[config.mk]
export PLATFORM = sky130hd
export DESIGN_NAME = hiscore_arb
export DESIGN_NICKNAME = d
export VERILOG_FILES = /design/src/rtl/hiscore_arb.sv
export SDC_FILE = /design/constraint.sdc
export NUM_CORES = 1
export LEC_CHECK = 0
export ABC_AREA = 1
export BUFFER_PORTS_ARGS = -buffer_cell sky130_fd_sc_hd__buf_2
export CAP_MARGIN = 5
export CORE_UTILIZATION = 50
export CTS_CLUSTER_DIAMETER = 80
export DETAILED_ROUTE_END_ITERATION = 6
export HOLD_SLACK_MARGIN = 0.08
export PLACE_DENSITY = 0.82
export SLEW_MARGIN = 0
export SYNTH_ARGS = -nofsm -noshare
export SYNTH_HDL_FRONTEND = slang
export SYNTH_SLANG_ARGS = --single-unit
[constraint.sdc]
create_clock -name clk_sys -period 4.1 [get_ports clk_sys]
set_input_delay 0 -clock clk_sys [delete_from_list [all_inputs] [get_ports clk_sys]]
set_output_delay 0 -clock clk_sys [all_outputs]
set_load 0.02 [all_outputs]
[src/rtl/hiscore_arb.sv]
// ---------------------------------------------------------------------------
// hiscore_arb
//
// Arbiter and sequencer for the small high-score NVRAM. The RAM is shared by
// the game CPU and the data_io upload/download channel. Normally the CPU owns
// the RAM. A data_io transfer on the high-score index takes the RAM over and
// stalls the CPU until the transfer ends. The block also tracks unsaved CPU
// writes. Once CPU writes have been quiet for QUIET cycles it raises a
// one-cycle save request.
//
// Ports
//   clk_sys         system clock
//   reset_n         synchronous, active-low reset
//   cpu_addr/din/we CPU access bus (one-cycle write strobe)
//   cpu_dout        CPU read data (the RAM's registered output)
//   cpu_hold        CPU stall while a transfer owns the RAM
//   ioctl_*         data_io transfer bus (index, address, strobe, data)
//   ioctl_din       upload byte returned to data_io (registered)
//   ram_addr/din/we RAM port driven by whichever side owns the RAM
//   ram_dout        RAM read data, one-cycle latency
//   dirty           CPU has written since the last completed save or load
//   save_req        one-cycle pulse asking the host to save
// ---------------------------------------------------------------------------
module hiscore_arb #(
    parameter int          AW    = 6,
    parameter int          DW    = 8,
    parameter logic [7:0]  IDX   = 8'hFF,
    parameter logic [23:0] QUIET = 24'd12_000_000
) (
    input  logic          clk_sys,
    input  logic          reset_n,
    input  logic [AW-1:0] cpu_addr,
    input  logic [DW-1:0] cpu_din,
    input  logic          cpu_we,
    output logic [DW-1:0] cpu_dout,
    output logic          cpu_hold,
    input  logic          ioctl_download,
    input  logic          ioctl_upload,
    input  logic [7:0]    ioctl_index,
    input  logic [24:0]   ioctl_addr,
    input  logic          ioctl_wr,
    input  logic [7:0]    ioctl_dout,
    output logic [DW-1:0] ioctl_din,
    output logic [AW-1:0] ram_addr,
    output logic [DW-1:0] ram_din,
    output logic          ram_we,
    input  logic [DW-1:0] ram_dout,
    output logic          dirty,
    output logic          save_req
);

    typedef enum logic [2:0] {
        ST_CPU,
        ST_HOLD,
        ST_LOAD,
        ST_SAVE,
        ST_DONE
    } state_t;

    state_t        state_q, state_d;

    logic          dirty_q, dirty_d;
    logic          armed_q, armed_d;
    logic [23:0]   quietCnt_q, quietCnt_d;
    logic          saveReq_q, saveReq_d;
    logic          pendValid_q, pendValid_d;
    logic [AW-1:0] pendAddr_q, pendAddr_d;
    logic [7:0]    pendData_q, pendData_d;
    logic [DW-1:0] ioctlDin_q, ioctlDin_d;

    logic          sel;
    logic          dl;
    logic          ul;
    logic          inRange;
    logic          cpuWrAccept;

    // A transfer counts only on the high-score index. When both directions
    // are flagged, the download takes priority. Any address bit above the
    // RAM width marks the byte as out of range, so it cannot alias onto a
    // low address.
    assign sel         = (ioctl_index == IDX);
    assign dl          = ioctl_download & sel;
    assign ul          = ioctl_upload & sel;
    assign inRange     = (ioctl_addr[24:AW] == '0);
    assign cpuWrAccept = (state_q == ST_CPU) & cpu_we;

    assign cpu_hold  = (state_q == ST_HOLD) | (state_q == ST_LOAD) | (state_q == ST_SAVE);
    assign cpu_dout  = ram_dout;
    assign ioctl_din = ioctlDin_q;
    assign dirty     = dirty_q;
    assign save_req  = saveReq_q;

    // Ownership sequencing. HOLD lasts exactly one cycle so that a CPU strobe
    // already in flight can drain before the transfer side takes the RAM.
    // DONE is a single cleanup cycle before the CPU gets the RAM back.
    always_comb begin
        state_d = state_q;
        unique case (state_q)
            ST_CPU:  if (dl || ul) state_d = ST_HOLD;
            ST_HOLD: begin
                if (dl)      state_d = ST_LOAD;
                else if (ul) state_d = ST_SAVE;
                else         state_d = ST_CPU;
            end
            ST_LOAD: if (!dl) state_d = ST_DONE;
            ST_SAVE: if (!ul) state_d = ST_DONE;
            ST_DONE: state_d = ST_CPU;
            default: state_d = ST_CPU;
        endcase
    end

    // RAM port multiplexer. The owner of the current state drives the RAM.
    // In the first LOAD cycle, a download strobe that arrived during HOLD is
    // replayed from the pending register. Writes are forced off while reset
    // is asserted, so an aborted load cannot store one more byte.
    always_comb begin
        ram_addr = cpu_addr;
        ram_din  = cpu_din;
        ram_we   = 1'b0;
        unique case (state_q)
            ST_CPU: ram_we = cpu_we;
            ST_LOAD: begin
                if (pendValid_q) begin
                    ram_addr = pendAddr_q;
                    ram_din  = DW'(pendData_q);
                    ram_we   = 1'b1;
                end else begin
                    ram_addr = ioctl_addr[AW-1:0];
                    ram_din  = DW'(ioctl_dout);
                    ram_we   = ioctl_wr & inRange;
                end
            end
            ST_SAVE: ram_addr = ioctl_addr[AW-1:0];
            default: ram_we = 1'b0;
        endcase
        if (!reset_n) ram_we = 1'b0;
    end

    // Dirty tracking and the quiet-time countdown. An accepted CPU write
    // reloads and arms the counter. The counter only runs while the CPU owns
    // the RAM, so a transfer freezes it. It fires save_req once on reaching
    // zero and then disarms. A finished transfer clears dirty and disarms
    // the counter, because the host copy now matches the RAM. The same block
    // latches a HOLD-window download strobe and registers the upload byte.
    always_comb begin
        dirty_d     = dirty_q;
        armed_d     = armed_q;
        quietCnt_d  = quietCnt_q;
        saveReq_d   = 1'b0;
        pendValid_d = 1'b0;
        pendAddr_d  = pendAddr_q;
        pendData_d  = pendData_q;
        ioctlDin_d  = ioctlDin_q;

        if (state_q == ST_DONE) begin
            dirty_d    = 1'b0;
            armed_d    = 1'b0;
            quietCnt_d = '0;
        end else if (cpuWrAccept) begin
            dirty_d    = 1'b1;
            armed_d    = 1'b1;
            quietCnt_d = QUIET;
        end else if (armed_q && (state_q == ST_CPU)) begin
            if (quietCnt_q <= 24'd1) begin
                quietCnt_d = '0;
                armed_d    = 1'b0;
                saveReq_d  = 1'b1;
            end else begin
                quietCnt_d = quietCnt_q - 24'd1;
            end
        end

        if ((state_q == ST_HOLD) && dl && ioctl_wr && inRange) begin
            pendValid_d = 1'b1;
            pendAddr_d  = ioctl_addr[AW-1:0];
            pendData_d  = ioctl_dout;
        end

        if (state_q == ST_SAVE) ioctlDin_d = ram_dout;
    end

    // State and register update with synchronous active-low reset. Reset
    // returns ownership to the CPU at once, which aborts any transfer.
    always_ff @(posedge clk_sys) begin
        if (!reset_n) begin
            state_q     <= ST_CPU;
            dirty_q     <= 1'b0;
            armed_q     <= 1'b0;
            quietCnt_q  <= '0;
            saveReq_q   <= 1'b0;
            pendValid_q <= 1'b0;
            pendAddr_q  <= '0;
            pendData_q  <= '0;
            ioctlDin_q  <= '0;
        end else begin
            state_q     <= state_d;
            dirty_q     <= dirty_d;
            armed_q     <= armed_d;
            quietCnt_q  <= quietCnt_d;
            saveReq_q   <= saveReq_d;
            pendValid_q <= pendValid_d;
            pendAddr_q  <= pendAddr_d;
            pendData_q  <= pendData_d;
            ioctlDin_q  <= ioctlDin_d;
        end
    end

endmodule

Word level (Yosys, flattened, before mapping)

Cells that the tools add are included.
Widths: inputs -> output; s select.

Div/mod/pow operators: 0
Multiply operators: 0
Eq/ne operators: 8
Shift-type cells: 0
Bitwise gates (word level): 8
Magnitude comparators: 1
Reductions and logical operators: 14
$add $sub $neg: 1
Muxes and demuxes: 21

Operator list:

| operator              | number |
|---|---|
| $mux 24               | 3 |
| $le 24x1->1 const B   | 1 |
| $sub 24x1->24 const B | 1 |
| $logic_not 19->1      | 1 |
| $mux 8                | 2 |
| $pmux 3 s4            | 1 |
| $pmux 6 s2            | 1 |
| $mux 3                | 3 |
| $eq 8x8->1 const B    | 1 |
| $mux 1                | 7 |
| $eq 3x2->1 const B    | 2 |
| $mux 6                | 1 |
| $ne 2x2->1 const B    | 3 |
| $and 1x1->1           | 4 |
| $logic_and 1x1->1     | 4 |
| $mux 2                | 2 |
| $reduce_bool 2->1     | 2 |
| $reduce_or 4->1       | 1 |
| $eq 3x1->1 const B    | 1 |
| $eq 3x3->1 const B    | 1 |
| $logic_not 3->1       | 1 |
| $reduce_and 3->1      | 1 |
| $reduce_or 3->1       | 1 |
| $not 1->1             | 2 |
| other kinds (5)       | 6 |

Input port bits: 69
Memories: 0
ROM bits: 0
Output and inout bits: 34
Bits in writable memories: 0
Latch bits: 0
Word-level logic and storage cells: 63
Register bits after elaboration: 53

Depth between registers and ports, before layout

Gate-level depths: netlist of the first run.

Word-level depth: 6
Mapped depth: 11
Gate-level depth less buffers: 11

Least setup slack after synthesis of the first run

No wires, ideal clock.

Path type: register to register
From: reg quietCnt_q[0]
To: reg quietCnt_q[12]
Period minus slack after synthesis: 1,374 ps
Path buffers: 0
Arrival time: 1,246 ps
Cell stages (with the launch flop): 9
Library setup time: 128 ps
Data required time: 3,972 ps
Setup slack: 2,726 ps
Cell sequence: dfxtp_1 -> inv_1 -> ha_1 -> nand2_1 -> nor2_2 -> nand2_1 -> xor2_1 -> a21oi_1 -> nor2_1

Word-level cells in the longest chain between the ends: 4
Elaborated cells on any way between the ends: 5
Classes of those cells: 1 x add/sub; 1 x order compare; 3 x mux

RTL lines:

| item                                         | line     | RTL |
|---|---|---|
| start: declaration                           | 64       | `logic [23:0] quietCnt_q, quietCnt_d;` |
| start signal: assignment                     | 199      | `quietCnt_q <= quietCnt_d;` |
| $sub 24x1->24 or $le 24x1->1 (tied branches) | 169, 164 |  |
| $mux 24 *                                    | 164      | `if (quietCnt_q <= 24'd1) begin` |
| $mux 24 *                                    | 163      | `end else if (armed_q && (state_q == ST_CPU)) begin` |
| $mux 24 *                                    | 159      | `end else if (cpuWrAccept) begin` |

Every way passes the cells marked *; elsewhere a longest branch is shown, timed or not. The select of a mux whose other input is x is not followed.
A chain may end at the register's enable or synchronous reset.

Worst setup path after layout of the first run

From: reg state_q[0]
To: reg pendAddr_q[0]

Word-level cells in the longest chain between the ends: 4

RTL lines:

| item                           | line | RTL |
|---|---|---|
| start: declaration             | 60   | `state_t state_q, state_d;` |
| start signal: assignment       | 196  | `state_q <= state_d;` |
| $eq 3x1->1                     | 173  | `if ((state_q == ST_HOLD) && dl && ioctl_wr && inRange) begin` |
| $logic_and 1x1->1 (3 in a row) | 173  |  |
| end signal: assignment         | 202  | `pendAddr_q <= pendAddr_d;` |
| end: declaration               | 67   | `logic [AW-1:0] pendAddr_q, pendAddr_d;` |

No other way between the ends.

==> summary.txt, run 1 <==
Critical path
  • CP top delay family: simple AND/OR/NAND/NOR gates
  • Crit path capture type: flop
  • Crit-path slowest cell: nand2_1
  • Most used cell, CP: nand2_1
  • Slowest cell delay on critical path: 0.63 ns
  • CP Class: reg2reg
  • Crit path launch type: flop
  • Worst EP arrival: 2.25 ns
  • CP bufs+invs: 2
  • Cells along the critical path: inv_2 -> nor3_2 -> inv_2 -> nor3b_2 -> nand2_1 -> nand2_1 -> nand2_1 -> nor2_1
  • Max Fanout on Critical Path: 29
  • Worst path required time: 4.34 ns

Placement
  • Post-DP HPWL: 5609 um
  • Pre-CTS setup slack: 2.141 ns
  • GP Congestion: 0.9107
  • Dpl cell area: 3551 um2
  • # port buffers: 102

STA
  • Pin slew with the least headroom to its limit: 1.069 ns
  • Tcrit/Tclk final: 49.17%
  • RSZ-0062 raised after global routing: false
  • Worst Skew: 0.008138 ns
  • Endpoints failing setup: 0
  • Max-Slew Margin vs Limit: 28.58%
  • Hold Violations, Final: 0
  • Final WS setup: 2.084 ns
  • Final Critical Period: 2.016 ns
  • Hold WS: 0.1364 ns
  • Fmax: 496.1 MHz
  • Slew Viols, Final: 0
  • TNS Setup: 0 ns

Synth
  • Synth Cell Area: 3084 um2
  • Unique cell type count in the Yosys netlist: 31
  • Synthesized Nets: 552
  • Post-synthesis instance total: 481
  • Async SR Flop Fraction: 0%
  • Mapped Avg Cell Area: 6.412 um2
  • Seq/Total Area, Yosys: 34.40%
  • Number of synthesized flops with an enable pin: 0
  • Commonest register cell after synthesis: dfxtp_1
  • Yosys reg bits: 53
  • Synthesis warning total: 0

Hold path
  • Hold/Removal Path Class: in2reg

Finish
  • Fillcell total: 524
  • Fin nets: 663
  • Synth-to-Final Area Change: 25.40%
  • ANT cells: 0
  • Most frequent cells in the layout: nor2_1, buf_2, nand2_1, dfxtp_1, inv_1
  • Layout Cell Area excl Fill: 3867 um2
  • Final Core Density: 65.32%
  • Layout cell share with drive strength beyond 1: 24.28%
  • Commonest non-fill, non-tap cell in the layout: nor2_1

Drt
  • Wire per inst: 11.59 um
  • Vias/cell: 4.955
  • Total Routed Length: 7743 um
  • DR iter-0 viols: 83
  • Antenna Nets Post-Route: 0
  • Residual DRC count: 0
  • Drt first pass iters: 4
  • Vias: 3310

Die
  • Die span in x: 80.54 um
  • Initial Utilization: 52.09%
  • # IOs: 103
  • Die Span Y: 80.54 um
  • Die area: 6487 um2
  • Row count: 28
  • Core Area: 5921 um2

Job
  • Max-cap viol count: 0

Clock tree
  • CTS tree: yes
  • Max Buffers Root-to-Sink: 2
  • Num CTS Buffers: 5
  • CTS root buf: clkbuf_8
  • Post-CTS setup buffer count: 0
  • Clk_lat worst skew: 0.31 ns
  • Num Clock Sinks: 53
  • Gates resized, CTS repair: 0
  • H-tree levels: 2
  • CTS clk-pin slew, worst paths: 0.10 ns
  • Hold buffer count at cts: 23

GRT
  • Vias in the first global route: 3039
  • Initial antenna violation count: 0
  • Overflow after GRT: 0
  • First-pass GRT wire length: 12570 um
  • Pin count of the biggest net entering global routing: 30
  • GRT Resource Usage Total: 24.61%

Power and ir drop
  • PwrDens: 461.8 nW/um2
  • Leak Pwr: 1.985 nW
  • Max VDD drop: 0.2243 mV

Status
  • Status: finished, final reports clean
cells in the mapped netlist (all sizes together), types with 2 or more instances:
master | n | share of area, %
nand2 | 102 | 13
nor3 | 3 | 0.65
a221oi | 5 | 1.4
nand4 | 10 | 2.0
ha | 2 | 0.81
nand3 | 20 | 3.2
dfxtp | 53 | 34
o211ai | 2 | 0.65
clkbuf | 6 | 0.73
a21oi | 16 | 2.6
buf | 15 | 3.7
inv | 62 | 7.6
nor2 | 128 | 18
o21ai | 36 | 5.8
xor2 | 16 | 4.5
logic make-up (layout without fill, tap and decap cells):
group / after synthesis / after routing / share of synthesized area, %
adders and majority gates: 2 / 2 / 0.8112
AOI/OAI and AO/OA: 62 / 62 / 11.24
DFF: 53 / 53 / 34.40
buffers and inverters: 83 / 195 / 12.09
and+or+nand+nor: 265 / 265 / 36.92
xor gates and xnor gates: 16 / 16 / 4.543
state kept, by name (all words and copies together), names as in the netlist:
register and cells:
quietCnt_q 24, ioctl_din 8, pendData_q 8, pendAddr_q 6
state_q 3, armed_q 1, dirty 1, pendValid_q 1
save_req 1
metrics by stage:
step	std cells	power (mW)
after floorplan	481	1.276
after global placement	637	1.453
after detailed placement	637	1.479
after CTS	668	1.787
after global routing	668	1.925
final	668	1.786
tightest hold or removal path, stage by stage:
cell,delay (ns)
buf_2,0.09
o211ai_1,0.11
nor2_1,0.10
nor2_1,0.05
nor2_1,0.07
per-layer routing:
| layer | up-vias | GRT usage [%] | wire length, um |
|---|---|---|---|
| met1 | 1485 | 27.65 | 3423 |
| met3 | 12 | 4.205 | 374 |
| li1 | 1713 | - | - |
| met5 | - | 0 | 0 |
| met4 | 0 | 9.464 | 125 |
| met2 | 100 | 45.59 | 3819 |
layout make-up:
class                           count  area (um2)  area share, %
Multi-Input combinational cell    345        1650          42.67
Clock inverter                      3       17.52         0.4529
Clock buffer                        5       68.82          1.779
Sequential cell                    53        1061          27.43
Inverter                           62       235.2          6.082
Tap cell                           75       93.84          2.426
Timing Repair Buffer              125       740.7          19.15
final timing paths:
path / depth (start not counted) / endpoint / slack, ns / start
setup reg to reg: 8 / pendAddr_q[0]$_SDFFE_PN0P_ / 2.08 / state_q[0]$_SDFFE_PN0P_
hold / removal: 5 / state_q[1]$_SDFFE_PN0P_ / 0.14 / ioctl_upload
setup / recovery: 8 / pendAddr_q[0]$_SDFFE_PN0P_ / 2.08 / state_q[0]$_SDFFE_PN0P_
hold reg to reg: 2 / dirty$_SDFFE_PP0P_ / 0.46 / dirty$_SDFFE_PP0P_
report_power, final:
| part | leakage (nW) | internal, mW | switching [mW] |
|---|---|---|---|
| Clock | 0.0439 | 0.118 | 0.168 |
| Combinational | 1.51 | 0.286 | 0.584 |
| Sequential | 0.432 | 0.574 | 0.0559 |
No activity file was read; power rests on OpenSTA's default activity.
==> inputs of run 2 (changes only) <==
- CORE_UTILIZATION: 50 -> 46
- PLACE_DENSITY: 0.82 -> 0.8
- clock period: 4.1 -> 1.8 ns (I/O delays scaled with it)
==> run 2 against run 1 <==
The flow now finishes with violations (design-rule violations). Total power is 140% higher. Wire length is 5.0% higher. Critical path depth is 2 lower. Register-to-register slack worse by 1.9 ns. Worst setup slack worse by 1.9 ns. Sequential power is 130% higher. Global-route usage is 1.1 points lower. Cell count is 1.8% higher. Die area is 8.5% higher. Sequential share of layout area is 0.72 points lower. Critical path type is now reg2out. Largest cell class unchanged.
==> summary.txt, run 2 (same netlist as run 1, synthesis figures left out) <==
Hold path
  • Hold/Removal Path Class: in2reg (unchanged)

Critical path
  • Crit path capture type: output pin (was flop)
  • Worst EP arrival: 1.64 ns (was 2.25 ns)
  • Crit path launch type: flop (unchanged)
  • CP Class: reg2out (was reg2reg)
  • Max Fanout on Critical Path: 16 (was 29)
  • Worst path required time: 1.80 ns (was 4.34 ns)

STA
  • TNS Setup: 0 ns (unchanged)
  • Final Critical Period: 1.640 ns
  • Slew Viols, Final: 0 (unchanged)
  • Hold Violations, Final: 0 (unchanged)
  • Endpoints failing setup: 0 (unchanged)
  • Pin slew with the least headroom to its limit: 0.4414 ns (was 1.069 ns)
  • Tcrit/Tclk final: 91.11%
  • Fmax: 609.8 MHz
  • Worst Skew: 0.008712 ns (was 0.008138 ns)
  • Max-Slew Margin vs Limit: 70.47% (was 28.58%)
  • RSZ-0062 raised after global routing: false (unchanged)
  • Hold WS: 0.1251 ns (was 0.1364 ns)
  • Final WS setup: 0.1600 ns (was 2.084 ns)

Die
  • Die span in x: 83.88 um (was 80.54 um)
  • # IOs: 103 (unchanged)
  • Die area: 7036 um2 (was 6487 um2)
  • Row count: 29 (was 28)
  • Initial Utilization: 48.02% (was 52.09%)
  • Die Span Y: 83.88 um (was 80.54 um)
  • Core Area: 6422 um2 (was 5921 um2)

Job
  • Max-cap viol count: 0 (unchanged)

Power and ir drop
  • Max VDD drop: 0.6249 mV (was 0.2243 mV)
  • PwrDens: 1063 nW/um2 (was 461.8 nW/um2)
  • Leak Pwr: 2.040 nW (was 1.985 nW)
  • Power, Total: 4.221 mW (was 1.786 mW)

Clock tree
  • H-tree levels: 2 (unchanged)
  • CTS clk-pin slew, worst paths: 0.10 ns (about the same)
  • Num Clock Sinks: 53 (unchanged)
  • Num CTS Buffers: 5 (unchanged)
  • CTS tree: yes (unchanged)
  • CTS root buf: clkbuf_8 (unchanged)
  • Clk_lat worst skew: 0.32 ns (was 0.31 ns)
  • Max Buffers Root-to-Sink: 2 (unchanged)

Finish
  • Synth-to-Final Area Change: 28.76% (was 25.40%)
  • Commonest non-fill, non-tap cell in the layout: nor2_1 (unchanged)
  • Max reg flops: 24 (unchanged)
  • Final Core Density: 61.84% (was 65.32%)
  • Most frequent cells in the layout: nor2_1, buf_2, nand2_1, dfxtp_1, inv_1 (unchanged)
  • Layout cell share with drive strength beyond 1: 25.70% (was 24.28%)
  • Fin nets: 673 (was 663)
  • Biggest register: quietCnt_q (unchanged)
  • ANT cells: 0 (unchanged)

GRT
  • First-pass GRT wire length: 13580 um (was 12570 um)
  • Vias in the first global route: 3175 (was 3039)
  • GRT Resource Usage Total: 23.49% (was 24.61%)
  • Initial antenna violation count: 0 (unchanged)
  • Overflow after GRT: 0 (unchanged)
  • Pin count of the biggest net entering global routing: 30 (unchanged)

Drt
  • Vias/cell: 4.956 (was 4.955)
  • Wire per inst: 11.96 um (was 11.59 um)
  • Total Routed Length: 8133 um (was 7743 um)
  • Drt first pass iters: 6 (was 4)
  • DR iter-0 viols: 144 (was 83)
  • Antenna Nets Post-Route: 0 (unchanged)
  • Residual DRC count: 10 (was 0)
  • Vias: 3370 (was 3310)

Status
  • Failing checks: design-rule violations
  • Status: finished, violations left (was finished, final reports clean)

Placement
  • Post-DP HPWL: 5716 um (was 5609 um)
  • # port buffers: 102 (unchanged)
  • GP Congestion: 0.9119 (was 0.9107)
  • Pre-CTS setup slack: 0.1520 ns (was 2.141 ns)
[run 2: routing by layer]
layer  vias up  share of wire [%]  GRT usage (%)
met2       109                 47          39.05
met5         -                  0              0
met1      1504                 45          29.39
met4         0                2.7          11.29
li1       1733                  -              -
met3        24                5.1          4.055
[run 2: cell type report]
class	instances	area [um2]
Inverter	62	235.2
Fill cell	571	2451
Clock inverter	2	13.76
Tap cell	77	96.34
Timing Repair Buffer	135	820.8
Multi-Input combinational cell	345	1662
Sequential cell	53	1061
Clock buffer	6	82.58
[run 2: repair_timing]
action / in CTS / in global routing
setup endpoints to repair: 5 / 14
hold buffers: 25 / 0
pin swaps: 0 / 1
setup buffers: 0 / 1
gates resized for setup: 1 / 2
endpoints found under the hold margin: 27 / 0
[run 2: worst max-delay path, stage by stage (launching register included)]
cell and delay (ns):
dfxtp_1 0.40, inv_2 0.06, nor2_4 0.14, nand2_2 0.10, buf_4 0.20, o21ai_0 0.21
buf_2 0.20
[run 2: path summary, 6_finish.rpt]
check                                                 from                          end  slack [ns]  cells after the start
worst min-delay path                          ioctl_upload      state_q[1]$_SDFFE_PN0P_        0.13                      5
worst min register to register          dirty$_SDFFE_PP0P_           dirty$_SDFFE_PP0P_        0.47                      2
worst max-delay path               state_q[1]$_SDFFE_PN0P_                   ram_din[4]        0.16                      6
worst max register to register  quietCnt_q[0]$_SDFFE_PP0P_  quietCnt_q[21]$_SDFFE_PP0P_        0.21                     11
[run 2: where the power goes]
part / total [mW] / leakage [nW] / switching, mW / internal (mW)
combinational: 2.06 / 1.56 / 1.36 / 0.707
clock: 0.725 / 0.0512 / 0.412 / 0.313
sequential: 1.43 / 0.432 / 0.125 / 1.31
[run 2: through the flow]
stage	instance area (um2)	std cells
detailed placement	3606	646
global placement	3606	646
global route	3971	680
finish	3971	680
floorplan	3084	481
CTS	3956	679
==> inputs of run 3 (changes only) <==
- BUFFER_PORTS_ARGS: -buffer_cell sky130_fd_sc_hd__buf_2 -> unset
- CELL_PAD_IN_SITES_DETAIL_PLACEMENT: unset -> 0
- CELL_PAD_IN_SITES_GLOBAL_PLACEMENT: unset -> 1
- CORE_UTILIZATION: 46 -> 39
- DONT_BUFFER_PORTS: unset -> 1
- PLACE_DENSITY: 0.8 -> 0.79
==> run 3 against run 2 <==
The run now ends clean. Core utilization shrank 14 points. Clock power shrank 7.6%. Flip-flop and latch count is the same. Via count shrank 10%. Register-to-register slack lost 0.12 ns. Non-clock buffer count shrank 82. Combinational power is essentially flat.
==> summary.txt, run 3 (same netlist as run 1, synthesis figures left out) <==
Critical path
  • Worst EP arrival: 1.96 ns (was 1.64 ns)
  • Crit path capture type: flop (was output pin)
  • Reg2reg start: state_q[0]$_SDFFE_PN0P_ (was quietCnt_q[0]$_SDFFE_PP0P_)
  • R2R setup slack: 0.09 ns (was 0.21 ns)
  • Worst path required time: 2.05 ns (was 1.80 ns)
  • Worst R2R Path Depth: 7 (was 11)
  • CP Class: reg2reg (was reg2out)
  • Max Fanout on Critical Path: 4 (was 16)
  • Reg-to-reg critical path endpoint: state_q[0]$_SDFFE_PN0P_ (was quietCnt_q[21]$_SDFFE_PP0P_)
  • Crit path launch type: flop (unchanged)

Clock tree
  • CTS tree: yes (unchanged)
  • Clk_lat worst skew: 0.31 ns (was 0.32 ns)
  • H-tree levels: 2 (unchanged)
  • Num Clock Sinks: 53 (unchanged)
  • CTS clk-pin slew, worst paths: 0.09 ns (was 0.10 ns)
  • Num CTS Buffers: 5 (unchanged)
  • Max Buffers Root-to-Sink: 2 (unchanged)
  • CTS root buf: clkbuf_8 (unchanged)

Placement
  • GP Congestion: 0.8604 (was 0.9119)
  • Post-DP HPWL: 5335 um (was 5716 um)
  • # port buffers: 0 (was 102)
  • Pre-CTS setup slack: 0.2471 ns (was 0.1520 ns)

Power and ir drop
  • Max VDD drop: 0.5460 mV (was 0.6249 mV)
  • P_int: 2.295 mW (was 2.328 mW)
  • NetSw: 1.865 mW (was 1.893 mW)
  • Sw Share: 44.83% (was 44.85%)
  • Leak Pwr: 1.700 nW (was 2.040 nW)
  • Comb power frac: 49.2% (was 48.9%)
  • Power share of the sequential group: 34.7% (was 34.0%)
  • Clock network fraction of design power: 16.1% (was 17.2%)
  • PwrDens: 1136 nW/um2 (was 1063 nW/um2)
  • Power, Total: 4.160 mW (was 4.221 mW)

STA
  • Worst Skew: 0.004970 ns (was 0.008712 ns)
  • Final WS setup: 0.09019 ns (was 0.1600 ns)
  • Max-Slew Margin vs Limit: 44.65% (was 70.47%)
  • TNS Setup: 0 ns (unchanged)
  • Pin slew with the least headroom to its limit: 0.8302 ns (was 0.4414 ns)
  • Final Critical Period: 1.710 ns (was 1.640 ns)
  • Endpoints failing setup: 0 (unchanged)
  • Hold Violations, Final: 0 (unchanged)
  • RSZ-0062 raised after global routing: false (unchanged)
  • Slew Viols, Final: 0 (unchanged)
  • Tcrit/Tclk final: 94.99% (was 91.11%)
  • Fmax: 584.9 MHz (was 609.8 MHz)

Finish
  • Commonest non-fill, non-tap cell in the layout: nor2_1 (unchanged)
  • Most frequent cells in the layout: nor2_1, nand2_1, dfxtp_1, inv_1, dlygate4sd3_1 (was nor2_1, buf_2, nand2_1, dfxtp_1, inv_1)
  • Layout cell share with drive strength beyond 1: 12.86% (was 25.70%)
  • Max reg flops: 24 (unchanged)
  • ANT cells: 0 (unchanged)
  • Synth-to-Final Area Change: 18.74% (was 28.76%)
  • Biggest register: quietCnt_q (unchanged)
  • Fin nets: 591 (was 673)

Die
  • # IOs: 103 (unchanged)
  • Core Area: 7687 um2 (was 6422 um2)
  • Die Span Y: 90.93 um (was 83.88 um)
  • Die area: 8268 um2 (was 7036 um2)
  • Initial Utilization: 40.12% (was 48.02%)
  • Row count: 32 (was 29)
  • Die span in x: 90.93 um (was 83.88 um)

GRT
  • Initial antenna violation count: 0 (unchanged)
  • GRT Resource Usage Total: 19.73% (was 23.49%)
  • Pin count of the biggest net entering global routing: 30 (unchanged)
  • First-pass GRT wire length: 13350 um (was 13580 um)
  • Overflow after GRT: 0 (unchanged)
  • Vias in the first global route: 2874 (was 3175)

Hold path
  • Hold/Removal Path Class: in2reg (unchanged)
  • HP Start: ioctl_index[2] (was ioctl_upload)
  • Cells on Worst Hold Path: 6 (was 5)
  • Hold Path End: state_q[1]$_SDFFE_PN0P_ (unchanged)

Drt
  • DR iter-0 viols: 108 (was 144)
  • Drt first pass iters: 4 (was 6)
  • Vias: 3027 (was 3370)
  • Wire per inst: 12.46 um (was 11.96 um)
  • Residual DRC count: 0 (was 10)
  • Vias/cell: 4.859 (was 4.956)
  • Antenna Nets Post-Route: 0 (unchanged)
  • Total Routed Length: 7760 um (was 8133 um)

Status
  • Status: finished, final reports clean (was finished, violations left)

Job
  • Max-cap viol count: 0 (unchanged)
run 3: cell types whose count changed in the layout (fill, tap and decap cells not counted), moves of 2 or more:
cell / previous run / this run
buf_2: 102 / 0
buf_4: 8 / 21
dlygate4sd3_1: 25 / 31
nor2_1: 110 / 108
nor2_2: 15 / 17
run 3: worst max-delay path, stage by stage, from the launching register on:
cell	delay, ns
dfxtp_1	0.37
inv_2	0.11
nor3_2	0.14
inv_2	0.07
o31ai_1	0.25
dlygate4sd3_1	0.59
nor2_1	0.04
nor2_1	0.08
run 3: worst max path at each step:
stage                     slack [ns]  cells past startpoint                     endpoint                        from
after global routing            0.02                      7      state_q[0]$_SDFFE_PN0P_     state_q[0]$_SDFFE_PN0P_
final                           0.09                      7      state_q[0]$_SDFFE_PN0P_     state_q[0]$_SDFFE_PN0P_
after global placement          0.25                      6                  ram_addr[1]     state_q[1]$_SDFFE_PN0P_
after CTS                      0.002                      6                  ram_addr[2]     state_q[1]$_SDFFE_PN0P_
after floorplan                 0.43                      8  quietCnt_q[12]$_SDFFE_PP0P_  quietCnt_q[0]$_SDFFE_PP0P_
after detailed placement        0.25                     11  quietCnt_q[21]$_SDFFE_PP0P_  quietCnt_q[0]$_SDFFE_PP0P_
run 3: final cells by class:
type	instances	area, um2
inverter	62	235.2
timing repair buffer	53	480.5
clock buffer	6	72.57
multi-input combinational	345	1674
fill	816	4025
clock inverter	2	10.01
tap	102	127.6
sequential	53	1062
run 3: routing by layer:
layer / part of all wire (%) / up-vias / wire, um / global-route usage, %
li1: - / 1570 / - / -
met1: 47 / 1355 / 3622 / 25.98
met2: 45 / 94 / 3522 / 32.07
met3: 6.5 / 8 / 506 / 4.606
met4: 1.4 / 0 / 109 / 5.820
met5: 0 / - / 0 / 0
run 3: power by group through the flow:
stage	Clock [mW]	Combinational, mW	Sequential [mW]
CTS	0.699	2.01	1.44
finish	0.670	2.05	1.44
global route	0.749	2.32	1.46
detailed placement	0	1.89	1.46
global placement	0	1.88	1.46
floorplan	0	1.47	1.44
run 3: metrics by stage:
| stage | util, % | hold slack, ns | std cells | cell area (um2) |
|---|---|---|---|---|
| after floorplan | - | 0.1126 | 481 | 3084 |
| after global placement | 41.94 | 0.0001473 | 582 | 3224 |
| after detailed placement | 41.94 | 0.0001479 | 582 | 3224 |
| after CTS | 47.23 | 0.09583 | 622 | 3631 |
| after global routing | 47.64 | 0.1373 | 623 | 3662 |
| final | 47.64 | 0.1078 | 623 | 3662 |
run 3: repair_timing:
item | in CTS | in global routing
pin swaps | 0 | 1
setup endpoints to repair | 5 | 38
hold endpoints to repair | 38 | 0
buffers inserted | 0 | 1
hold buffers | 32 | 0
resized for setup | 1 | 7
